`src/rtl/alu_pkg.sv`:
```
// Shared opcode constants and control-state encoding for the sequential ALU.
package alu_pkg;

   localparam logic [3:0] OP_PASS = 4'd0;
   localparam logic [3:0] OP_NOT  = 4'd1;
   localparam logic [3:0] OP_AND  = 4'd2;
   localparam logic [3:0] OP_OR   = 4'd3;
   localparam logic [3:0] OP_XOR  = 4'd4;
   localparam logic [3:0] OP_ADD  = 4'd5;
   localparam logic [3:0] OP_SUB  = 4'd6;
   localparam logic [3:0] OP_SLL  = 4'd7;
   localparam logic [3:0] OP_SRL  = 4'd8;
   localparam logic [3:0] OP_SRA  = 4'd9;
   localparam logic [3:0] OP_EQZ  = 4'd10;
   localparam logic [3:0] OP_NEZ  = 4'd11;
   localparam logic [3:0] OP_GTZ  = 4'd12;
   localparam logic [3:0] OP_LTZ  = 4'd13;
   localparam logic [3:0] OP_MUL  = 4'd14;
   localparam logic [3:0] OP_DIVU = 4'd15;

   typedef enum logic {
      ST_IDLE = 1'b0,
      ST_ITER = 1'b1
   } state_t;

   function automatic logic is_iterative(input logic [3:0] op);
      return (op == OP_MUL) || (op == OP_DIVU);
   endfunction

endpackage

```
`src/rtl/alu_muldiv.sv`:
```
// Iterative shift-add multiplier and restoring divider, one bit per clock.
module alu_muldiv
   import alu_pkg::*;
#(
   parameter int WIDTH = 8
) (
   input  logic             clk,
   input  logic             reset,
   input  logic             go,
   input  logic             is_div,
   input  logic [WIDTH-1:0] a,
   input  logic [WIDTH-1:0] b,
   output logic             busy,
   output logic             last,
   output logic [WIDTH-1:0] result,
   output logic             flag
);

   localparam int CW = $clog2(WIDTH + 1);
   localparam logic [CW-1:0] CNT_LAST = CW'(WIDTH - 1);

   state_t          state;
   logic [CW-1:0]   count;
   logic            div_mode;
   logic [WIDTH-1:0] acc;
   logic [WIDTH-1:0] mcand;
   logic [WIDTH-1:0] mplier;
   logic [WIDTH-1:0] rem;
   logic [WIDTH-1:0] quo;
   logic [WIDTH-1:0] dvs;

   logic [WIDTH-1:0] acc_next;
   logic [WIDTH-1:0] rem_next;
   logic [WIDTH-1:0] quo_next;
   logic [WIDTH:0]   shifted;
   logic [WIDTH:0]   diff;

   // One step of each algorithm; a non-negative trial difference sets the quotient bit.
   always_comb begin
      acc_next = acc + (mplier[0] ? mcand : '0);
      shifted  = {rem, quo[WIDTH-1]};
      diff     = shifted - {1'b0, dvs};
      rem_next = shifted[WIDTH-1:0];
      quo_next = {quo[WIDTH-2:0], 1'b0};
      if (!diff[WIDTH]) begin
         rem_next = diff[WIDTH-1:0];
         quo_next = {quo[WIDTH-2:0], 1'b1};
      end
   end

   assign last   = busy && (count == CNT_LAST);
   assign result = div_mode ? quo_next : acc_next;
   assign flag   = div_mode ? (dvs != '0) : 1'b1;

   always_ff @(posedge clk) begin
      if (reset) begin
         state    <= ST_IDLE;
         busy     <= 1'b0;
         count    <= '0;
         div_mode <= 1'b0;
         acc      <= '0;
         mcand    <= '0;
         mplier   <= '0;
         rem      <= '0;
         quo      <= '0;
         dvs      <= '0;
      end else begin
         case (state)
            ST_IDLE: begin
               if (go) begin
                  state    <= ST_ITER;
                  busy     <= 1'b1;
                  count    <= '0;
                  div_mode <= is_div;
                  acc      <= '0;
                  mcand    <= a;
                  mplier   <= b;
                  rem      <= '0;
                  quo      <= a;
                  dvs      <= b;
               end
            end
            ST_ITER: begin
               acc    <= acc_next;
               mcand  <= {mcand[WIDTH-2:0], 1'b0};
               mplier <= {1'b0, mplier[WIDTH-1:1]};
               rem    <= rem_next;
               quo    <= quo_next;
               count  <= count + 1'b1;
               if (count == CNT_LAST) begin
                  state <= ST_IDLE;
                  busy  <= 1'b0;
               end
            end
            default: begin
               state <= ST_IDLE;
               busy  <= 1'b0;
            end
         endcase
      end
   end

endmodule

```
`src/rtl/alu_seq.sv`:
```
// Sequential ALU: single-cycle ops computed here, MUL/DIVU delegated to alu_muldiv.
module alu_seq
   import alu_pkg::*;
#(
   parameter int WIDTH = 8
) (
   input  logic             clk,
   input  logic             reset,
   input  logic             start,
   input  logic [3:0]       sel,
   input  logic [WIDTH-1:0] A,
   input  logic [WIDTH-1:0] B,
   output logic [WIDTH-1:0] C,
   output logic             cmp,
   output logic             busy,
   output logic             done
);

   localparam logic [WIDTH-1:0] SHAMT_LIMIT = WIDTH'(WIDTH);

   logic             accept;
   logic             iter_op;
   logic             md_last;
   logic             md_flag;
   logic [WIDTH-1:0] md_result;
   logic             sub_op;
   logic [WIDTH-1:0] add_b;
   logic [WIDTH-1:0] sum;
   logic             shift_over;
   logic [WIDTH-1:0] alu_c;
   logic             alu_cmp;

   assign accept  = start && !busy;
   assign iter_op = is_iterative(sel);

   alu_muldiv #(.WIDTH(WIDTH)) u_muldiv (
      .clk    (clk),
      .reset  (reset),
      .go     (accept && iter_op),
      .is_div (sel == OP_DIVU),
      .a      (A),
      .b      (B),
      .busy   (busy),
      .last   (md_last),
      .result (md_result),
      .flag   (md_flag)
   );

   // ADD and SUB share one adder; subtraction feeds ~B with a carry-in of one.
   assign sub_op     = (sel == OP_SUB);
   assign add_b      = sub_op ? ~B : B;
   assign sum        = A + add_b + {{(WIDTH-1){1'b0}}, sub_op};
   assign shift_over = (B >= SHAMT_LIMIT);

   always_comb begin
      alu_c   = B;
      alu_cmp = 1'b1;
      case (sel)
         OP_PASS: alu_c = B;
         OP_NOT:  alu_c = ~B;
         OP_AND:  alu_c = A & B;
         OP_OR:   alu_c = A | B;
         OP_XOR:  alu_c = A ^ B;
         OP_ADD:  alu_c = sum;
         OP_SUB:  alu_c = sum;
         OP_SLL:  alu_c = shift_over ? '0 : (A << B);
         OP_SRL:  alu_c = shift_over ? '0 : (A >> B);
         OP_SRA:  alu_c = shift_over ? {WIDTH{A[WIDTH-1]}} : WIDTH'($signed(A) >>> B);
         OP_EQZ:  alu_cmp = (A == '0);
         OP_NEZ:  alu_cmp = (A != '0);
         OP_GTZ:  alu_cmp = !A[WIDTH-1] && (A != '0);
         OP_LTZ:  alu_cmp = A[WIDTH-1];
         default: begin
            alu_c   = B;
            alu_cmp = 1'b1;
         end
      endcase
   end

   // Results only move on a completion; the iterative engine is never idle when it completes.
   always_ff @(posedge clk) begin
      if (reset) begin
         C    <= '0;
         cmp  <= 1'b0;
         done <= 1'b0;
      end else begin
         done <= 1'b0;
         if (md_last) begin
            C    <= md_result;
            cmp  <= md_flag;
            done <= 1'b1;
         end else if (accept && !iter_op) begin
            C    <= alu_c;
            cmp  <= alu_cmp;
            done <= 1'b1;
         end
      end
   end

endmodule
```
`config.mk`:
```
export PLATFORM = sky130hd
export DESIGN_NAME = alu_seq
export DESIGN_NICKNAME = d
export VERILOG_FILES = /design/src/rtl/alu_pkg.sv /design/src/rtl/alu_muldiv.sv /design/src/rtl/alu_seq.sv
export SDC_FILE = /design/constraint.sdc
export NUM_CORES = 1
export LEC_CHECK = 0
export BUFFER_PORTS_ARGS = -buffer_cell sky130_fd_sc_hd__buf_4
export CAP_MARGIN = 30
export CORE_MARGIN = 2
export CORE_UTILIZATION = 50
export DETAILED_ROUTE_END_ITERATION = 8
export HOLD_SLACK_MARGIN = 0.08
export PLACE_DENSITY_LB_ADDON = 0.08
export SETUP_SLACK_MARGIN = 0.05
export SYNTH_ARGS = -nofsm -noshare
export SYNTH_HDL_FRONTEND = slang
export SYNTH_SLANG_ARGS = --single-unit
export TNS_END_PERCENT = 5
```
`constraint.sdc`:
```
create_clock -name clk -period 6.95 [get_ports clk]
set_input_delay 0.3475 -clock clk [delete_from_list [all_inputs] [get_ports clk]]
set_output_delay 0.3475 -clock clk [all_outputs]
set_load 0.01 [all_outputs]
```
==> results.md <==
- TritonCTS clock tree: done
- RSZ-0062 raised after global routing: no
- Largest net degree at the start of global routing: 64
- FF+latch count, synth: 65
- Max H-tree Level: 3
- Vias per Instance: 6.259
- Gpl congestion: 0.9718
- Crit path kind: reg -> reg
- Final period util: 40.70%
- Clock Path Buffers: 2
- CP max-delay cell: or4_1
- Final Max Tran Viols: 0
- Post-Route WL: 17250 um
- Crit path time final: 2.828 ns
- Layout Cells excl Fill: 887
- Initial Util: 50.84%
- Layout Skew: 0.01824 ns
- Post-synth top cells: nand2_1 (113), a21oi_1 (90), nor2_1 (68)
- Post-detail-place hpwl: 12390 um
- Wire per inst: 19.45 um
- Via count: 5552
- Initial antenna violation count: 0
- Chip width: 108.5 um
- First-pass GRT wire length: 27540 um
- Io pins: 34
- Top cell type by total area after synthesis: dfxtp_1
- Final Setup Violations: 0
- FF+latch area: 1303 um^2
- Fillers: 1065
- Max cap viols: 0
- Synth area leaders: dfxtp_1 (24%), ha_1 (8.7%), a21oi_1 (8.2%), nand2_1 (7.8%), nor2_1 (4.7%)
- Chip height: 108.5 um
- Max_slew headroom: 47.96%
- Root Driver: clkbuf_8
- Worst endpoint required time: 7.25 ns
- Syn Inst Count: 744
- Core Area: 10750 um^2
- Multi-input gate area: 3860 um^2
- CP most frequent cell: a21oi_1
- Critical path cell sequence: and2_1 -> ha_1 -> fa_1 -> a21o_1 -> a21oi_1 -> xnor2_1 -> nand2b_1 -> and3_1 -> or4_1 -> a21oi_1
- Leading register cell type out of synthesis: dfxtp_1
- WP data arrival: 3.13 ns
- Number of global-route vias before repair: 5106
- Setup_tns: 0 ns
- Seq/Total Area, Yosys: 23.82%
- Post-CTS Hold Fix Bufs: 0
- # placed instances: 871
- Crit. End Element: register
- Synthesized area: 5463 um^2
- Fin util: 55.23%
- Latest clock arrival within the worst-skew pair: 0.37 ns
- Top-count cell post-synth: nand2_1
- Flop2flop setup slack: 4.12 ns
- Asr flop ratio synth: 0%
- Worst-path clk slew: 0.08 ns
- Post-CTS resize count: 0
- Post-CTS setup buffer count: 0
- CP peak stage delay: 0.53 ns
- Drt drc: 0
- Clock Sinks: 65
- Core Rows: 38
- Post-synthesis cell type count: 71
- Number of DRC markers in iteration 0: 598
- Total power: 0.0009957 W
- TritonRoute pass-1 iters: 5
- Max IR drop VDD: 146.7 uV
- Static Leak: 2.363 nW
- PwrDens: 167.8 nW/um^2
- Layout net count: 806
- Crit Path Max Fanout: 9
- Total CTS buffers: 9
- Antenna-violating nets left: 0
- Grt total ovfl: 0
- Fmax achieved: 0.3536 GHz
- Share of layout cells above drive strength 1: 9.505%
- Worst-margin pin slew: 0.7806 ns
- Final hold violation count: 0
- Syn_nets: 808
- Number of synthesized flops with an enable pin: 0
- Die area: 11780 um^2
- N_diodes: 0
- WHS: 0.3045 ns
- Status: finished clean
- Hold Path Class: in -> reg
- Yosys warning total: 0
- Area delta synth->final: 8.635%
- Syn Area/Cell: 7.342 um^2
- Crit path launch type: register
- Post-synth top area share: 23.82%
- All-Layer GR Usage: 30.74%
- IO buf count: 33
-- final cells by class --
| class | count | share of cell area, % |
|---|---|---|
| inverter | 29 | 1.834 |
| multi-input combinational | 601 | 65.04 |
| tap | 140 | 2.952 |
| clock inverter | 6 | 1.518 |
| sequential | 65 | 21.95 |
| timing repair buffer | 36 | 4.554 |
| clock buffer | 10 | 2.151 |
-- flip-flops by register name (all words and copies together) (netlist names) --
name / cells
u_muldiv.mcand: 8
u_muldiv.div_mode: 1
done: 1
u_muldiv.state: 1
cmp: 1
u_muldiv.quo: 8
C: 8
u_muldiv.acc: 8
u_muldiv.mplier: 8
u_muldiv.rem: 8
u_muldiv.count: 4
u_muldiv.dvs: 8
u_muldiv.busy: 1
-- worst max-delay path, delay by kind of cell (launching register included) --
kind            cells  cell delay [ns]
fa+ha+maj           2             0.64
compound gates      3             0.54
xor+xnor            1             0.18
simple gates        4             1.00
flops               1             0.42
-- report_power, final --
group | internal [W] | total [W] | switching, W
Clock | 0.000203 | 0.000367 | 0.000164
Combinational | 0.0000921 | 0.000235 | 0.000143
Sequential | 0.000383 | 0.000394 | 0.0000103
Total | 0.000679 | 0.000996 | 0.000317
-- worst paths after layout --
kind | startpoint | end | cells after the start
max | u_muldiv.mplier[0] | C[4] | 10
min reg2reg | u_muldiv.acc[6] | u_muldiv.acc[6] | 2
max reg2reg | u_muldiv.mplier[0] | C[4] | 10
min | B[3] | u_muldiv.dvs[3] | 3
-- metrics by stage --
step,worst slack [ns],instance area (um^2)
after global routing,3.943,5934
after CTS,4.105,5934
after detailed placement,3.959,5717
final,4.122,5934
after floorplan,4.346,5463
after global placement,3.374,5709
-- cell usage in the layout, fill, tap and decap left out, types with 8 or more instances in the layout --
cell / n
inv_1: 26
and3_1: 15
o21a_1: 8
nand3_1: 10
ha_1: 38
clkbuf_8: 9
dfxtp_1: 64
o21ai_1: 19
buf_4: 36
xnor2_1: 17
nor2b_1: 11
o211ai_1: 10
nor3_1: 8
o21ai_0: 22
nand2_1: 113
nor2_1: 68
a211oi_1: 13
and2_1: 11
a31oi_1: 11
nand2b_1: 10
mux2i_1: 18
a21oi_1: 90
-- cells by family (layout without fill, tap and decap cells) --
logic type | after synthesis | count (layout) | synth area share [%]
flip-flops | 65 | 65 | 23.82
multiplexers | 26 | 26 | 5.772
AND/OR/NAND/NOR | 272 | 272 | 23.32
AO/OA/AOI/OAI | 238 | 238 | 27.46
adder cells (fa/ha/maj) | 41 | 41 | 9.803
buffers and inverters | 78 | 81 | 5.634
XOR/XNOR | 24 | 24 | 4.191
-- routing by layer --
metal | track usage [%] | wire length, um
met4 | 12.27 | 357
met2 | 47.77 | 7937
met3 | 6.691 | 1302
met5 | 0 | 0
met1 | 41.34 | 7655
Power figures use the tool's default switching activity.
